### src/rtl/instr_fetch_unit.sv
// Byte-serial Y86-64 instruction fetcher.
// Reads one instruction, one byte per req/ack handshake, and splits it into
// icode/ifun/rA/rB/valC. It also computes valP and raises IMemReady, which
// releases the microsequencer from its fetch-wait state.
module instr_fetch_unit #(
  parameter int ADDR_W = 64
) (
  input  logic              clk,
  input  logic              reset,
  input  logic              fetch_start,
  input  logic [ADDR_W-1:0] pc,
  output logic              imem_req,
  output logic [ADDR_W-1:0] imem_addr,
  input  logic              imem_ack,
  input  logic [7:0]        imem_rdata,
  output logic              IMemReady,
  output logic [3:0]        icode,
  output logic [3:0]        ifun,
  output logic [3:0]        rA,
  output logic [3:0]        rB,
  output logic [63:0]       valC,
  output logic [ADDR_W-1:0] valP,
  output logic              instr_invalid
);

  typedef enum logic [1:0] {
    S_IDLE  = 2'd0,
    S_FETCH = 2'd1,
    S_DONE  = 2'd2
  } state_t;

  state_t            r_state;
  logic [ADDR_W-1:0] r_pc;
  logic [ADDR_W-1:0] r_addr;
  logic [3:0]        r_idx;
  logic [3:0]        r_len;
  logic              r_req;
  logic              r_ready;
  logic [3:0]        r_icode;
  logic [3:0]        r_ifun;
  logic [3:0]        r_ra;
  logic [3:0]        r_rb;
  logic [63:0]       r_valc;
  logic [ADDR_W-1:0] r_valp;
  logic              r_invalid;

  logic              w_start;
  logic              w_take;
  logic              w_first;
  logic [3:0]        w_len;
  logic              w_last;
  logic [2:0]        w_k;

  // Instruction length in bytes, decoded from icode.
  function automatic logic [3:0] f_len(input logic [3:0] code);
    logic [3:0] len;
    case (code)
      4'h2, 4'h6, 4'hA, 4'hB: len = 4'd2;
      4'h7, 4'h8:             len = 4'd9;
      4'h3, 4'h4, 4'h5:       len = 4'd10;
      default:                len = 4'd1;  // halt, nop, ret and invalid codes
    endcase
    return len;
  endfunction

  // Handshake qualification, length in force for this byte, and where a constant byte lands.
  always_comb begin
    w_start = fetch_start && ((r_state == S_IDLE) || (r_state == S_DONE));
    w_take  = (r_state == S_FETCH) && r_req && imem_ack;
    w_first = (r_idx == 4'd0);
    if (w_first) begin
      w_len = f_len(imem_rdata[7:4]);
    end else begin
      w_len = r_len;
    end
    w_last = (r_idx == (w_len - 4'd1));
    // jXX/call constants start at byte 1; irmov/rmmov/mrmov constants at byte 2.
    if (r_len == 4'd9) begin
      w_k = 3'(r_idx - 4'd1);
    end else begin
      w_k = 3'(r_idx - 4'd2);
    end
  end

  // Fetch FSM: start latching, per-byte field capture, and completion with registered outputs.
  always_ff @(posedge clk) begin
    if (reset) begin
      r_state   <= S_IDLE;
      r_pc      <= '0;
      r_addr    <= '0;
      r_idx     <= 4'd0;
      r_len     <= 4'd0;
      r_req     <= 1'b0;
      r_ready   <= 1'b0;
      r_icode   <= 4'h0;
      r_ifun    <= 4'h0;
      r_ra      <= 4'hF;
      r_rb      <= 4'hF;
      r_valc    <= 64'd0;
      r_valp    <= '0;
      r_invalid <= 1'b0;
    end else begin
      case (r_state)
        S_IDLE, S_DONE: begin
          if (w_start) begin
            r_state   <= S_FETCH;
            r_pc      <= pc;
            r_addr    <= pc;
            r_idx     <= 4'd0;
            r_req     <= 1'b1;
            r_ready   <= 1'b0;
            r_ra      <= 4'hF;
            r_rb      <= 4'hF;
            r_valc    <= 64'd0;
            r_invalid <= 1'b0;
          end else begin
            r_state <= r_state;
          end
        end
        S_FETCH: begin
          if (w_take) begin
            r_addr <= r_addr + ADDR_W'(1);
            r_idx  <= r_idx + 4'd1;
            if (w_first) begin
              r_icode   <= imem_rdata[7:4];
              r_ifun    <= imem_rdata[3:0];
              r_len     <= w_len;
              r_invalid <= (imem_rdata[7:4] >= 4'hC);
            end else begin
              case (r_len)
                4'd2: begin
                  r_ra <= imem_rdata[7:4];
                  r_rb <= imem_rdata[3:0];
                end
                4'd9: begin
                  r_valc[{w_k, 3'b000} +: 8] <= imem_rdata;
                end
                4'd10: begin
                  if (r_idx == 4'd1) begin
                    r_ra <= imem_rdata[7:4];
                    r_rb <= imem_rdata[3:0];
                  end else begin
                    r_valc[{w_k, 3'b000} +: 8] <= imem_rdata;
                  end
                end
                default: begin
                  r_valc <= r_valc;
                end
              endcase
            end
            if (w_last) begin
              r_state <= S_DONE;
              r_req   <= 1'b0;
              r_ready <= 1'b1;
              r_valp  <= r_pc + {{(ADDR_W-4){1'b0}}, w_len};
            end else begin
              r_state <= S_FETCH;
            end
          end else begin
            r_state <= S_FETCH;
          end
        end
        default: begin
          r_state <= S_IDLE;
          r_req   <= 1'b0;
          r_ready <= 1'b0;
        end
      endcase
    end
  end

  assign imem_req      = r_req;
  assign imem_addr     = r_addr;
  assign IMemReady     = r_ready;
  assign icode         = r_icode;
  assign ifun          = r_ifun;
  assign rA            = r_ra;
  assign rB            = r_rb;
  assign valC          = r_valc;
  assign valP          = r_valp;
  assign instr_invalid = r_invalid;

endmodule

### config.mk
export PLATFORM = sky130hd
export DESIGN_NAME = instr_fetch_unit
export DESIGN_NICKNAME = d
export VERILOG_FILES = /design/src/rtl/instr_fetch_unit.sv
export SDC_FILE = /design/constraint.sdc
export NUM_CORES = 1
export LEC_CHECK = 0
export CAP_MARGIN = 20
export CORE_ASPECT_RATIO = 0.6
export CORE_MARGIN = 1.5
export CORE_UTILIZATION = 52
export DETAILED_ROUTE_END_ITERATION = 10
export GPL_TIMING_DRIVEN = 0
export MAX_ROUTING_LAYER = met4
export PLACE_DENSITY = 0.78
export SYNTH_ARGS = -nofsm -noshare
export SYNTH_HDL_FRONTEND = slang
export SYNTH_SLANG_ARGS = --single-unit
### constraint.sdc
create_clock -name clk -period 6 [get_ports clk]
set_clock_uncertainty 0.05 [all_clocks]
set_input_delay 1.8 -clock clk [delete_from_list [all_inputs] [get_ports clk]]
set_output_delay 1.8 -clock clk [all_outputs]
set_load 0.005 [all_outputs]
# After elaboration in Yosys (flattened, before gate mapping)
# Memories as Yosys holds them, arrays and structs flattened.
# Cells that the tools add are included.
[word_totals]
register_bits = 285
mem_bits_ro = 48
in_bits = 76
output_inout_bits = 211
elab_cells = 98
mem_count = 1
[memory_table]
columns = ["name", "words", "word_bits", "read_ports", "rd_clocked_by_memory_dff", "wr", "line_no", "rtl"]
rows = [
  ["(no name shown)", 16, 3, 1, 0, 0, "57", "case (code)"],
]
[classes]
addsub = 7
order_cmp = 1
eq_ne = 16
n_shift = 2
muxes = 41
reduce_logical = 16
[ops]
columns = ["op", "count"]
rows = [
  ["$mux 64", 6],
  ["$pmux 64 s2", 3],
  ["$add 64x1->64 const B", 1],
  ["$add 64x4->64", 1],
  ["$bwmux 64", 1],
  ["$shift 8x8->64 const A", 1],
  ["$shiftx 8x8->64", 1],
  ["$mux 4", 10],
  ["$pmux 4 s2", 5],
  ["$reduce_and 3->1", 4],
  ["$reduce_and 6->1", 2],
  ["$ne 2x2->1 const B", 5],
  ["$eq 4x4->1 const B", 2],
  ["$mux 1", 8],
  ["$neg 6->8", 1],
  ["$mux 2", 3],
  ["$ne 3x1->1 const B", 2],
  ["$ne 3x3->1 const B", 2],
  ["$pmux 1 s2", 3],
  ["$add 4x1->4 const B", 1],
  ["$eq 4x1->1 const B", 1],
  ["$eq 4x2->1 const B", 1],
  ["$eq 4x4->1", 1],
  ["$ge 4x4->1 const B", 1],
  ["other kinds (15)", 17],
]

# Logic depth before layout (Yosys ltp)
[depth]
word_depth = 10
mapped_depth = 15
mapped_depth_nobuf = 12

# Worst setup path after synthesis
# No wires, ideal clock.
[synth_timing]
path_kind = "input -> register"
from = "input imem_rdata[7]"
to = "register r_valp[53], in the netlist valP[53]"
setup_time_ns = 0.074
arrival_time_ns = 4.900
t_required_ns = 5.876
setup_slack_ns = 0.975
stages = 11
path_buffers = 2
cell_sequence = "clkbuf_1 or4b_2 o311a_1 a21oi_1 ha_1 buf_2 nor2_1 nor4_1 nand4_1 or4_1 a31oi_1"
[synth_via]
elab_chain_cells = 5
word_cells_on_any_way = 6
classes_between = "add/sub (2); eq/ne (1); mux (1); reduce/logical (1); memory (1)"
[synth_lines]
columns = ["element", "line_no", "rtl"]
rows = [
  ["start: declaration", "15", "input logic [7:0] imem_rdata,"],
  ["$mem_v2 16x3 (*)", "n/a", ""],
  ["$mux 4 (*)", "71", "if (w_first) begin"],
  ["via w_len[3]", "50", "logic [3:0] w_len;"],
  ["parallel branches: the longest is 3 deep, another holds $add 64x4->64", "n/a", ""],
  ["end signal: assignment", "155", "r_valp <= r_pc + {{(ADDR_W-4){1'b0}}, w_len};"],
  ["end: declaration", "44", "logic [ADDR_W-1:0] r_valp;"],
]
# Mark *: on every way through the listed nets, which the timed path passes.
# A chain may end at the register's enable or synchronous reset.

# Worst setup path after layout
[layout_timing]
from = "input imem_rdata[4]"
to = "register r_valp[41], in the netlist valP[41]"
# The elaborated chain is that of the path after synthesis.

==> flow_metrics.env <==
export IMPL_status="finished, final reports clean"
export IMPL_finalHoldViolations=0
export IMPL_post_route_min_period_ns=5.84
export IMPL_cts_buffers=27
export IMPL_grt_pass1_wl_mm=86.9
export IMPL_dr_pass1_iters=8
export IMPL_clock_latency_ns=0.56
export IMPL_io_pins=287
export IMPL_slew_violations=0
export IMPL_holdWs_ns=0.403
export IMPL_yosysSeqAreaShare_pct=41.9
export IMPL_tritoncts="yes"
export IMPL_endpoint_kind="register"
export IMPL_syn_nets=1781
export IMPL_clock_fmax_mhz=171
export IMPL_coreArea_um2=25500
export IMPL_ant_nets=0
export IMPL_gp_congestion=1.07
export IMPL_seqCellArea_um2=5710
export IMPL_vias=15854
export IMPL_die_x_um=212
export IMPL_synth_warnings=0
export IMPL_die_area_um2=27200
export IMPL_ys_flop_type="dfxtp_1"
export IMPL_post_place_ws_ns=-0.264
export IMPL_grt_pass1_vias=14359
export IMPL_clkSinkCount=285
export IMPL_layout_nets=2097
export IMPL_clockRootBuffer="clkbuf_16"
export IMPL_wirelength_mm=59.0
export IMPL_worst_pin_slew_ns=1.29
export IMPL_grt_total_usage_pct=43.5
export IMPL_cp_arrival_ns=6.22
export IMPL_initial_core_util_pct=53.5
export IMPL_worstPathRequired_ns=6.38
export IMPL_ir_worst_vdd_uv=212
export IMPL_drc=0
export IMPL_port_buffers=284
export IMPL_period_share_pct=97.4
export IMPL_max_cap_viol_count=0
export IMPL_whs_path_depth=2
export IMPL_drive_above_1_share_pct=4.78
export IMPL_p_leak_nw=5.89
export IMPL_syn2layout_area_growth_pct=31.4
export IMPL_syn_inst=1694
export IMPL_grt_overflow=0
export IMPL_most_common_layout_cells="285 x dfxtp_1, 284 x clkdlybuf4s50_1, 260 x nand2_1, 141 x a21oi_1, 100 x o21ai_0"
export IMPL_avgRoutedWirePerCell_um=24.7
export IMPL_cts_clk_slew_worst_paths_ns=0.07
export IMPL_r2r_cells=14
export IMPL_yosysUniqueCellTypes=78
export IMPL_hold_buffers=0
export IMPL_post_cts_buffers=0
export IMPL_final_common_cell="dfxtp_1"
export IMPL_hold_class="reg2reg"
export IMPL_syn_area_um2=13600
export IMPL_die_h_um=128
export IMPL_htreeDepth=1
export IMPL_vias_per_cell=6.65
export IMPL_synth_edff_count=0
export IMPL_p_per_area_nw_per_um2=253
export IMPL_setup_viol=0
export IMPL_grt_max_degree=16
export IMPL_multi_input_area_um2=7290
export IMPL_synthArstFlopShare_pct=0
export IMPL_critPathLaunchType="input pin"
export IMPL_critPathKind="in2reg"
export IMPL_ys_seq_elements=285
export IMPL_fillers=2077
export IMPL_antenna_found_initial=0
export IMPL_drt_iter0_markers=2127
export IMPL_fin_ws_ns=0.157
export IMPL_cts_buffer_depth=3
export IMPL_rows=45
export IMPL_grt_setup_unrepaired="false"
export IMPL_cp_max_fo=10
export IMPL_syn_area_per_cell_um2=8.05
export IMPL_hpwl_mm=44.9
export IMPL_relSlewSlack_pct=13.1
[metal layers]
| layer | vias up | global-route usage, % | routed length, um |
|---|---|---|---|
| met2 | 1220 | 56.8 | 22700 |
| li1 | 6882 | - | - |
| met1 | 7584 | 61.0 | 24700 |
| met4 | 0 | 12.1 | 1900 |
| met3 | 168 | 16.7 | 9650 |
| met5 | - | - | 0 |
[per-stage QoR]
step                      power, W  instance area, um^2  setup TNS [ns]  instances  utilization [%]
after floorplan            0.00232                13600               0       1694                -
final                      0.00453                17900               0       2384             70.2
after CTS                  0.00448                17900               0       2380             70.2
after global routing       0.00463                17900               0       2382             70.2
after detailed placement   0.00261                16900           -2.04       2331             66.4
after global placement     0.00260                16900          -11.09       2330             66.3
[path summary, 6_finish.rpt]
check | slack, ns | startpoint | to
worst max-delay path | 0.16 | imem_rdata[4] | valP[41]
worst min-delay path | 0.40 | valP[2] | valP[2]
worst max register to register | 1.19 | r_idx[0] | valP[63]
worst min register to register | 0.40 | valP[2] | valP[2]
[power by group]
group	switching, W	internal [W]	total, W	leakage [nW]
Sequential	0.000110	0.00196	0.00207	2.32
Clock	0.000789	0.00114	0.00193	0.476
Combinational	0.000317	0.000216	0.000533	3.09
[area by class of cell]
| cell class | instances | area share (%) |
|---|---|---|
| clock buffer | 36 | 4.18 |
| antenna | 2 | 0.0279 |
| sequential | 285 | 31.8 |
| multi-input combinational | 1248 | 40.7 |
| clock inverter | 13 | 1.24 |
| inverter | 37 | 0.775 |
| timing repair buffer | 287 | 16.0 |
| tap | 352 | 2.46 |
| buffer | 124 | 2.82 |
[critical path: stages]
cell	delay, ns
clkdlybuf4s50_1	0.71
or4b_2	0.77
o311a_1	0.18
a21oi_1	0.19
ha_1	0.25
buf_2	0.18
nor2_1	0.45
or4_1	0.20
clkbuf_1	0.50
clkbuf_1	0.58
nor3_1	0.10
a31oi_1	0.19
a21oi_1	0.10
[flip-flops by register name, summed over array words and instances (netlist names)]
signal,cells
r_len,4
r_pc,64
instr_invalid,1
rA,4
valP,64
valC,64
imem_req,1
r_state,2
imem_addr,64
icode,4
rB,4
IMemReady,1
ifun,4
r_idx,4
[kinds of logic after synthesis]
group           Yosys count  synth area share [%]
fa+ha+maj                11                  1.01
mux                       4                 0.312
simple gates            676                  25.0
xor+xnor                 50                  3.21
flops                   285                  41.9
buf+inv                 161                  4.72
compound gates          507                  23.9
[Yosys cell counts, drive strengths merged, types with 14 or more instances]
library cell	instances	area, um^2
or3	21	131
buf	44	204
nand2	260	976
nand4	45	297
a21oi	141	706
nor3	46	235
dfxtp	285	5710
nor4	33	213
clkbuf	80	300
or4	22	169
nand3	73	365
a31oi	60	375
xnor2	40	350
a22o	48	420
nor2	80	300
a21boi	15	116
a211oi	22	170
o21ai	102	510
o31ai	16	120
and3	16	100
and4	16	141
inv	37	139
nor2b	14	87.6
[repair_timing]
| action | in CTS | in global routing |
|---|---|---|
| gates resized for setup | 0 | 2 |
| setup endpoints to repair | 0 | 3 |
| hold endpoints to repair | 0 | 0 |
No activity file was read; power rests on OpenSTA's default activity.
